$ cat src/rtl/bandit_agent.sv
// ============================================================================
// bandit_agent : greedy multi-armed bandit with a sequential argmax scan
//                and a shift-based action-value update.
//                Optional epsilon exploration: define BANDIT_EXPLORE_EN.
// Revision     : 1.0
// ============================================================================
`default_nettype none

module bandit_agent #(
  parameter int          ACTIONS      = 256,
  parameter int          ACTION_WIDTH = $clog2(ACTIONS),
  parameter int          REWARD_WIDTH = 8,
  parameter int          VALUE_WIDTH  = 8,
  parameter int          ALPHA_SHIFT  = 3,
  parameter int          INIT_VALUE   = 0,
  parameter int          EPSILON      = 8,
  parameter logic [15:0] SEED         = 16'hACE1
) (
  input  logic                    clock,
  input  logic                    reset,
  input  logic                    reward_valid,
  input  logic [REWARD_WIDTH-1:0] reward_data,
  output logic                    reward_ready,
  output logic                    action_valid,
  output logic [ACTION_WIDTH-1:0] action_data,
  input  logic                    action_ready
);

  localparam int c_cw = VALUE_WIDTH + 2;

  localparam logic [1:0] c_select = 2'd0;
  localparam logic [1:0] c_offer  = 2'd1;
  localparam logic [1:0] c_wait   = 2'd2;
  localparam logic [1:0] c_update = 2'd3;

  localparam logic signed [VALUE_WIDTH-1:0] c_init     = INIT_VALUE[VALUE_WIDTH-1:0];
  localparam logic [ACTION_WIDTH-1:0]       c_last_idx = ACTION_WIDTH'(ACTIONS - 1);
  localparam logic signed [c_cw-1:0]        c_vmax     = {3'b000, {(VALUE_WIDTH-1){1'b1}}};
  localparam logic signed [c_cw-1:0]        c_vmin     = {3'b111, {(VALUE_WIDTH-1){1'b0}}};

  if ((ACTIONS < 2) || ((ACTIONS & (ACTIONS - 1)) != 0) ||
      (ACTION_WIDTH != $clog2(ACTIONS)) || (VALUE_WIDTH < REWARD_WIDTH) ||
      (ALPHA_SHIFT < 0) || (ALPHA_SHIFT > VALUE_WIDTH) ||
      (EPSILON < 0) || (EPSILON > 256) || (SEED == 16'h0000)) begin : g_param_check
    $error("bandit_agent: illegal parameter combination");
  end

  logic [1:0]                     r_state;
  logic [ACTION_WIDTH-1:0]        r_scan_idx;
  logic [ACTION_WIDTH-1:0]        r_best_idx;
  logic signed [VALUE_WIDTH-1:0]  r_best_val;
  logic                           r_scan_done;
  logic signed [REWARD_WIDTH-1:0] r_reward;
  logic signed [VALUE_WIDTH-1:0]  r_q [ACTIONS];

  logic signed [VALUE_WIDTH-1:0]  w_cur;
  logic                           w_better;
  logic [ACTION_WIDTH-1:0]        w_pick;
  logic signed [c_cw-1:0]         w_q_ext;
  logic signed [c_cw-1:0]         w_r_ext;
  logic signed [c_cw-1:0]         w_diff;
  logic signed [c_cw-1:0]         w_step;
  logic signed [c_cw-1:0]         w_sum;
  logic signed [VALUE_WIDTH-1:0]  w_new;

  // Index 0 always seeds the running best, so a stale best from the
  // previous round never survives into a new scan.
  assign w_cur    = r_q[r_scan_idx];
  assign w_better = (r_scan_idx == '0) || (w_cur > r_best_val);

`ifdef BANDIT_EXPLORE_EN
  if (ACTION_WIDTH > 8) begin : g_explore_check
    $error("bandit_agent: exploration needs ACTION_WIDTH <= 8");
  end

  logic [15:0] r_lfsr;
  logic        w_explore;

  always_ff @(posedge clock or negedge reset) begin
    if (!reset) begin
      r_lfsr <= SEED;
    end else begin
      r_lfsr <= {1'b0, r_lfsr[15:1]} ^ (r_lfsr[0] ? 16'hB400 : 16'h0000);
    end
  end

  assign w_explore = (int'(r_lfsr[7:0]) < EPSILON);
  assign w_pick    = w_explore ? r_lfsr[8 +: ACTION_WIDTH] : r_best_idx;
`else
  assign w_pick = r_best_idx;
`endif

  // Value update in two extra bits of headroom, then clamp.
  assign w_q_ext = {{(c_cw-VALUE_WIDTH){r_q[action_data][VALUE_WIDTH-1]}}, r_q[action_data]};
  assign w_r_ext = {{(c_cw-REWARD_WIDTH){r_reward[REWARD_WIDTH-1]}}, r_reward};
  assign w_diff  = w_r_ext - w_q_ext;
  assign w_step  = w_diff >>> ALPHA_SHIFT;
  assign w_sum   = w_q_ext + w_step;

  always_comb begin
    w_new = w_sum[VALUE_WIDTH-1:0];
    if (w_sum > c_vmax) begin
      w_new = c_vmax[VALUE_WIDTH-1:0];
    end else if (w_sum < c_vmin) begin
      w_new = c_vmin[VALUE_WIDTH-1:0];
    end
  end

  always_ff @(posedge clock or negedge reset) begin
    if (!reset) begin
      r_state      <= c_select;
      r_scan_idx   <= '0;
      r_best_idx   <= '0;
      r_best_val   <= c_init;
      r_scan_done  <= 1'b0;
      r_reward     <= '0;
      action_valid <= 1'b0;
      action_data  <= '0;
      reward_ready <= 1'b0;
    end else begin
      case (r_state)
        c_select: begin
          if (!r_scan_done) begin
            if (w_better) begin
              r_best_idx <= r_scan_idx;
              r_best_val <= w_cur;
            end
            if (r_scan_idx == c_last_idx) begin
              r_scan_done <= 1'b1;
            end
            r_scan_idx <= r_scan_idx + 1'b1;
          end else begin
            // Extra cycle lets the final comparison settle before issuing.
            r_scan_done  <= 1'b0;
            action_data  <= w_pick;
            action_valid <= 1'b1;
            r_state      <= c_offer;
          end
        end
        c_offer: begin
          if (action_ready) begin
            action_valid <= 1'b0;
            reward_ready <= 1'b1;
            r_state      <= c_wait;
          end
        end
        c_wait: begin
          if (reward_valid) begin
            r_reward     <= reward_data;
            reward_ready <= 1'b0;
            r_state      <= c_update;
          end
        end
        default: begin
          r_state <= c_select;
        end
      endcase
    end
  end

  always_ff @(posedge clock or negedge reset) begin
    if (!reset) begin
      for (int i = 0; i < ACTIONS; i++) begin
        r_q[i] <= c_init;
      end
    end else if (r_state == c_update) begin
      r_q[action_data] <= w_new;
    end
  end

endmodule

`default_nettype wire

$ cat config.mk
export PLATFORM = sky130hd
export DESIGN_NAME = bandit_agent
export DESIGN_NICKNAME = d
export VERILOG_FILES = /design/src/rtl/bandit_agent.sv
export SDC_FILE = /design/constraint.sdc
export NUM_CORES = 2
export LEC_CHECK = 0
export ABC_CLOCK_PERIOD_IN_PS = 8300
export CAP_MARGIN = 20
export CELL_PAD_IN_SITES_DETAIL_PLACEMENT = 1
export CELL_PAD_IN_SITES_GLOBAL_PLACEMENT = 2
export CORE_MARGIN = 10
export CORE_UTILIZATION = 45
export CTS_CLUSTER_DIAMETER = 80
export DETAILED_ROUTE_END_ITERATION = 8
export PLACE_DENSITY_LB_ADDON = 0.1
export SLEW_MARGIN = 20
export SYNTH_ARGS = -nofsm -noshare
export SYNTH_HDL_FRONTEND = slang
export SYNTH_SLANG_ARGS = --single-unit
$ cat constraint.sdc
create_clock -name clock -period 8.3 [get_ports clock]
set_input_delay 0.83 -clock clock [delete_from_list [all_inputs] [get_ports clock]]
set_output_delay 0.83 -clock clock [all_outputs]
set_load 0.01 [all_outputs]
==> results.md <==
* Flip-flop and latch count after synthesis at 2093
* Post-layout min period at 7.98 ns
* Startpoint types: register
* GRT overflow at 0
* Hold Fails Final Rpt at 0
* Total Negative Setup Slacks at 0 ns
* H-tree levels at 4
* Arrival time of data at the critical path endpoint at 8.71 ns
* Post-DP HPWL at 260000 um
* Required time of the critical path at 9.03 ns
* GP Congestion at 0.858
* Library cell with the highest instance count after synthesis: sky130_fd_sc_hd__dfrtp_1
* Max Fanout on Critical Path at 59
* Pre-CTS setup slack at 0.378 ns
* Top area cells in the synthesized netlist: sky130_fd_sc_hd__dfrtp_1 49%, sky130_fd_sc_hd__mux4_2 27%, sky130_fd_sc_hd__a21oi_1 5.6%
* Multi-input logic area at 52100 um^2
* Fraction of power spent switching nets at 0.222
* Fraction of power consumed by sequential logic at 0.473
* Combinational family with the most area after synthesis: multiplexers
* Latest clock arrival within the worst-skew pair at 0.90 ns
* DRC marker count from the first detailed-route iteration at 7238
* Initial DRT Pass Iterations at 5
* Compound-Gate Fraction of Synth Area at 0.0997
* Post-synthesis async set-or-reset flop share at 1.00
* Synth Area in Simple Gates at 0.0842
* Classification of the worst-slack hold path: register to register
* Layout overhead on the synthesized area at 12.7%
* Hold Path Origin: r_q[1399]
* Final setup violation count at 0
* # clock sinks at 2093
* Num CTS Buffers at 237
* Area share of the largest cell type after synthesis at 0.486
* Mapped Cells at 8980
* Final worst-path cycle share at 0.962
* I/O Buffers at 21
* Count of flip-flops with a built-in enable after synthesis at 0
* Vias per cell at 6.43
* Worst reg2reg startpoint: action_data[0]
* Flop2flop setup slack at 0.32 ns
* Hold Path Stages at 2
* Row Count at 179
* Total net switching power at 4.78 mW
* Width of the chip at 509 um
* Final routed wire length divided by cell count at 33.1 um
* Worst Setup Slack, final at 0.317 ns
* Via count at 78428
* Share of synthesized area spent on multiplexers at 0.291
* Adder-cell share of the synthesized area at 0.00453
* Initial antenna violation count at 14
* Final ANT Viol Nets at 0
* Post-CTS sizing at 0
* Syn nets at 9024
* Main synth FF type: sky130_fd_sc_hd__dfrtp_1
* Relative contribution of the clock network to total power at 0.517
* Outcome: finished, final reports clean
* Synthesized-area fraction occupied by xor and xnor cells at 0.00163
* Reg2reg end: r_q[315]
* Leading area contributor after synthesis: sky130_fd_sc_hd__dfrtp_1
* Starting density of the core at 0.453
* Final WL at 404000 um
* Number of distinct standard cells referenced by the synthesized netlist at 59
* Part of the Yosys area used for sequential elements at 0.486
* Sort of element at the end of the critical path: register
* Cell depth of the worst flop-to-flop path at 25
* Wire length of the first global-routing pass at 594000 um
* Start-to-end type of the worst setup path: register to register
* Max-cap viol count at 0
* Die Outline Area at 259000 um^2
* Pin count of the biggest net entering global routing at 166
* TritonCTS clock tree: built
* IR drop worst, VDD at 0.191 mV
* Least-Margin Pin Slew at 1.19 ns
* Worst relative slew slack at 0.203
* Commonest cells in the synthesized netlist: 2093 x sky130_fd_sc_hd__dfrtp_1, 1369 x sky130_fd_sc_hd__nor2_1, 1274 x sky130_fd_sc_hd__mux4_2
* Pwr Density at 178 nW/um^2
* Cell leakage power at 51.2 nW
* Internal portion of total power at 16.8 mW
* Average cell area after synthesis at 12.0 um^2
* Share of final-layout standard cells stronger than drive strength 1 at 0.264
* Total GRT Usage at 0.312
* YS warnings at 0
* Fmax at 0.125 GHz
* Combinational Power Share at 0.011
* Post-route DRC violation count at 0
* End point of the most critical hold path: r_q[1399]
* Core area at 238000 um^2
* Filler cell count in the final layout at 24036
* Die extent in y at 509 um
* CTS Buffer Depth at 3
* Net count of the finished layout at 8867
* Clock transition at the registers of the reported paths at 0.06 ns
* Clk Tree Root Cell: sky130_fd_sc_hd__clkbuf_16
* Via count of the first global-routing pass at 83004
* Worst clock skew on the final layout at 0.0435 ns
* Cell area after synthesis at 108000 um^2
* Setup repair after global routing missed its margin: false
* Area used by sequential logic in the layout at 52400 um^2
* Number of pins exceeding their max-slew limit in the final report at 0
* Top-level port count at 22
==> area by class of cell <==
class,instances,share of cell area
Clock buffer,357,0.0589
Sequential cell,2093,0.431
Multi-Input combinational cell,6014,0.429
Timing Repair Buffer,440,0.0378
Clock inverter,87,0.00893
Antenna cell,7,0.000144
Tap cell,3167,0.0326
Inverter,37,0.00127
==> kinds of logic after synthesis <==
kind of cell	Yosys count
compound gates	2075
simple gates	2366
flops	2093
fa+ha+maj	40
xor+xnor	20
buf+inv	873
mux	1513
==> what timing repair did <==
action                                 in CTS  in global routing
buffers inserted                            0                  1
endpoints found under the hold margin     105                  0
hold buffers                                1                  0
setup endpoints to repair                   0                 23
==> how the worst max path moves through the flow <==
stage	startpoint	end	slack [ns]	cells past startpoint
after floorplan	action_data[0]	r_q[1185]	1.33	29
after global placement	action_data[0]	r_q[1396]	0.35	27
after detailed placement	action_data[0]	r_q[1467]	0.38	26
after CTS	action_data[0]	r_q[1467]	0.36	26
after global routing	action_data[0]	r_q[315]	0.07	25
final	action_data[0]	r_q[315]	0.32	25
==> per-stage QoR <==
stage / hold slack, ns / power, mW / instances / cell area [um^2] / utilization
after CTS: 0.495 / 21.8 / 12193 / 121000 / 0.510
after detailed placement: 0.487 / 10.6 / 11748 / 113000 / 0.475
final: 0.499 / 21.6 / 12202 / 121000 / 0.510
after global placement: 0.472 / 10.6 / 11747 / 113000 / 0.475
after global routing: 0.512 / 22.2 / 12196 / 121000 / 0.510
after floorplan: 0.461 / 10.4 / 8980 / 108000 / -
==> per-layer routing <==
metal	vias to the layer above	part of all wire	GRT usage
met4	12	0.055	0.148
li1	32701	-	-
met1	42135	0.41	0.423
met5	-	0.00022	0
met3	930	0.063	0.0591
met2	2650	0.47	0.488
==> sequential cells by signal, summed over array words and instances, names as in the netlist <==
signal        cells
r_scan_done       1
r_q            2048
r_scan_idx        8
action_data       8
r_best_idx        8
r_reward          8
action_valid      1
r_best_val        8
reward_ready      1
r_state           2
==> power by group through the flow <==
stage	logic, mW	clock network (mW)	registers, mW
global route	0.272	11.8	10.2
detailed placement	0.246	0	10.4
CTS	0.246	11.3	10.2
global placement	0.241	0	10.4
floorplan	0.000185	0	10.4
finish	0.231	11.2	10.2
==> layout by cell type, fill, tap and decap left out, types with 43 or more instances in the layout <==
cell type and count:
sky130_fd_sc_hd__o21ai_0 745, sky130_fd_sc_hd__mux2_2 209, sky130_fd_sc_hd__clkbuf_8 65, sky130_fd_sc_hd__buf_4 321, sky130_fd_sc_hd__clkbuf_1 49, sky130_fd_sc_hd__clkinv_2 52, sky130_fd_sc_hd__a21oi_1 1195, sky130_fd_sc_hd__clkbuf_16 243
sky130_fd_sc_hd__nor2_2 43, sky130_fd_sc_hd__nor2_1 1325, sky130_fd_sc_hd__dfrtp_1 2082, sky130_fd_sc_hd__a22oi_1 55, sky130_fd_sc_hd__nand2_1 908, sky130_fd_sc_hd__mux4_2 1274, sky130_fd_sc_hd__buf_12 95
==> worst max-delay path: stages (launching register included) <==
cell and delay (ns):
sky130_fd_sc_hd__dfrtp_4 0.74, sky130_fd_sc_hd__buf_4 0.51, sky130_fd_sc_hd__mux4_2 0.58, sky130_fd_sc_hd__mux4_2 0.53, sky130_fd_sc_hd__a22oi_1 0.54, sky130_fd_sc_hd__nand3_1 0.39
sky130_fd_sc_hd__a21oi_1 0.24, sky130_fd_sc_hd__and2_1 0.21, sky130_fd_sc_hd__ha_1 0.28, sky130_fd_sc_hd__nand4_1 0.11, sky130_fd_sc_hd__nand2_1 0.06, sky130_fd_sc_hd__a41oi_1 0.28
sky130_fd_sc_hd__nor2b_1 0.28, sky130_fd_sc_hd__xnor2_1 0.15, sky130_fd_sc_hd__ha_1 0.25, sky130_fd_sc_hd__a21o_1 0.19, sky130_fd_sc_hd__a21oi_1 0.24, sky130_fd_sc_hd__o21bai_1 0.11
sky130_fd_sc_hd__a21oi_1 0.23, sky130_fd_sc_hd__o21bai_1 0.09, sky130_fd_sc_hd__a21oi_1 0.29, sky130_fd_sc_hd__xor2_1 0.22, sky130_fd_sc_hd__buf_4 0.21, sky130_fd_sc_hd__maj3_4 0.42
sky130_fd_sc_hd__buf_12 0.29, sky130_fd_sc_hd__o21ai_0 0.17
(Power assumes the default switching activity.)
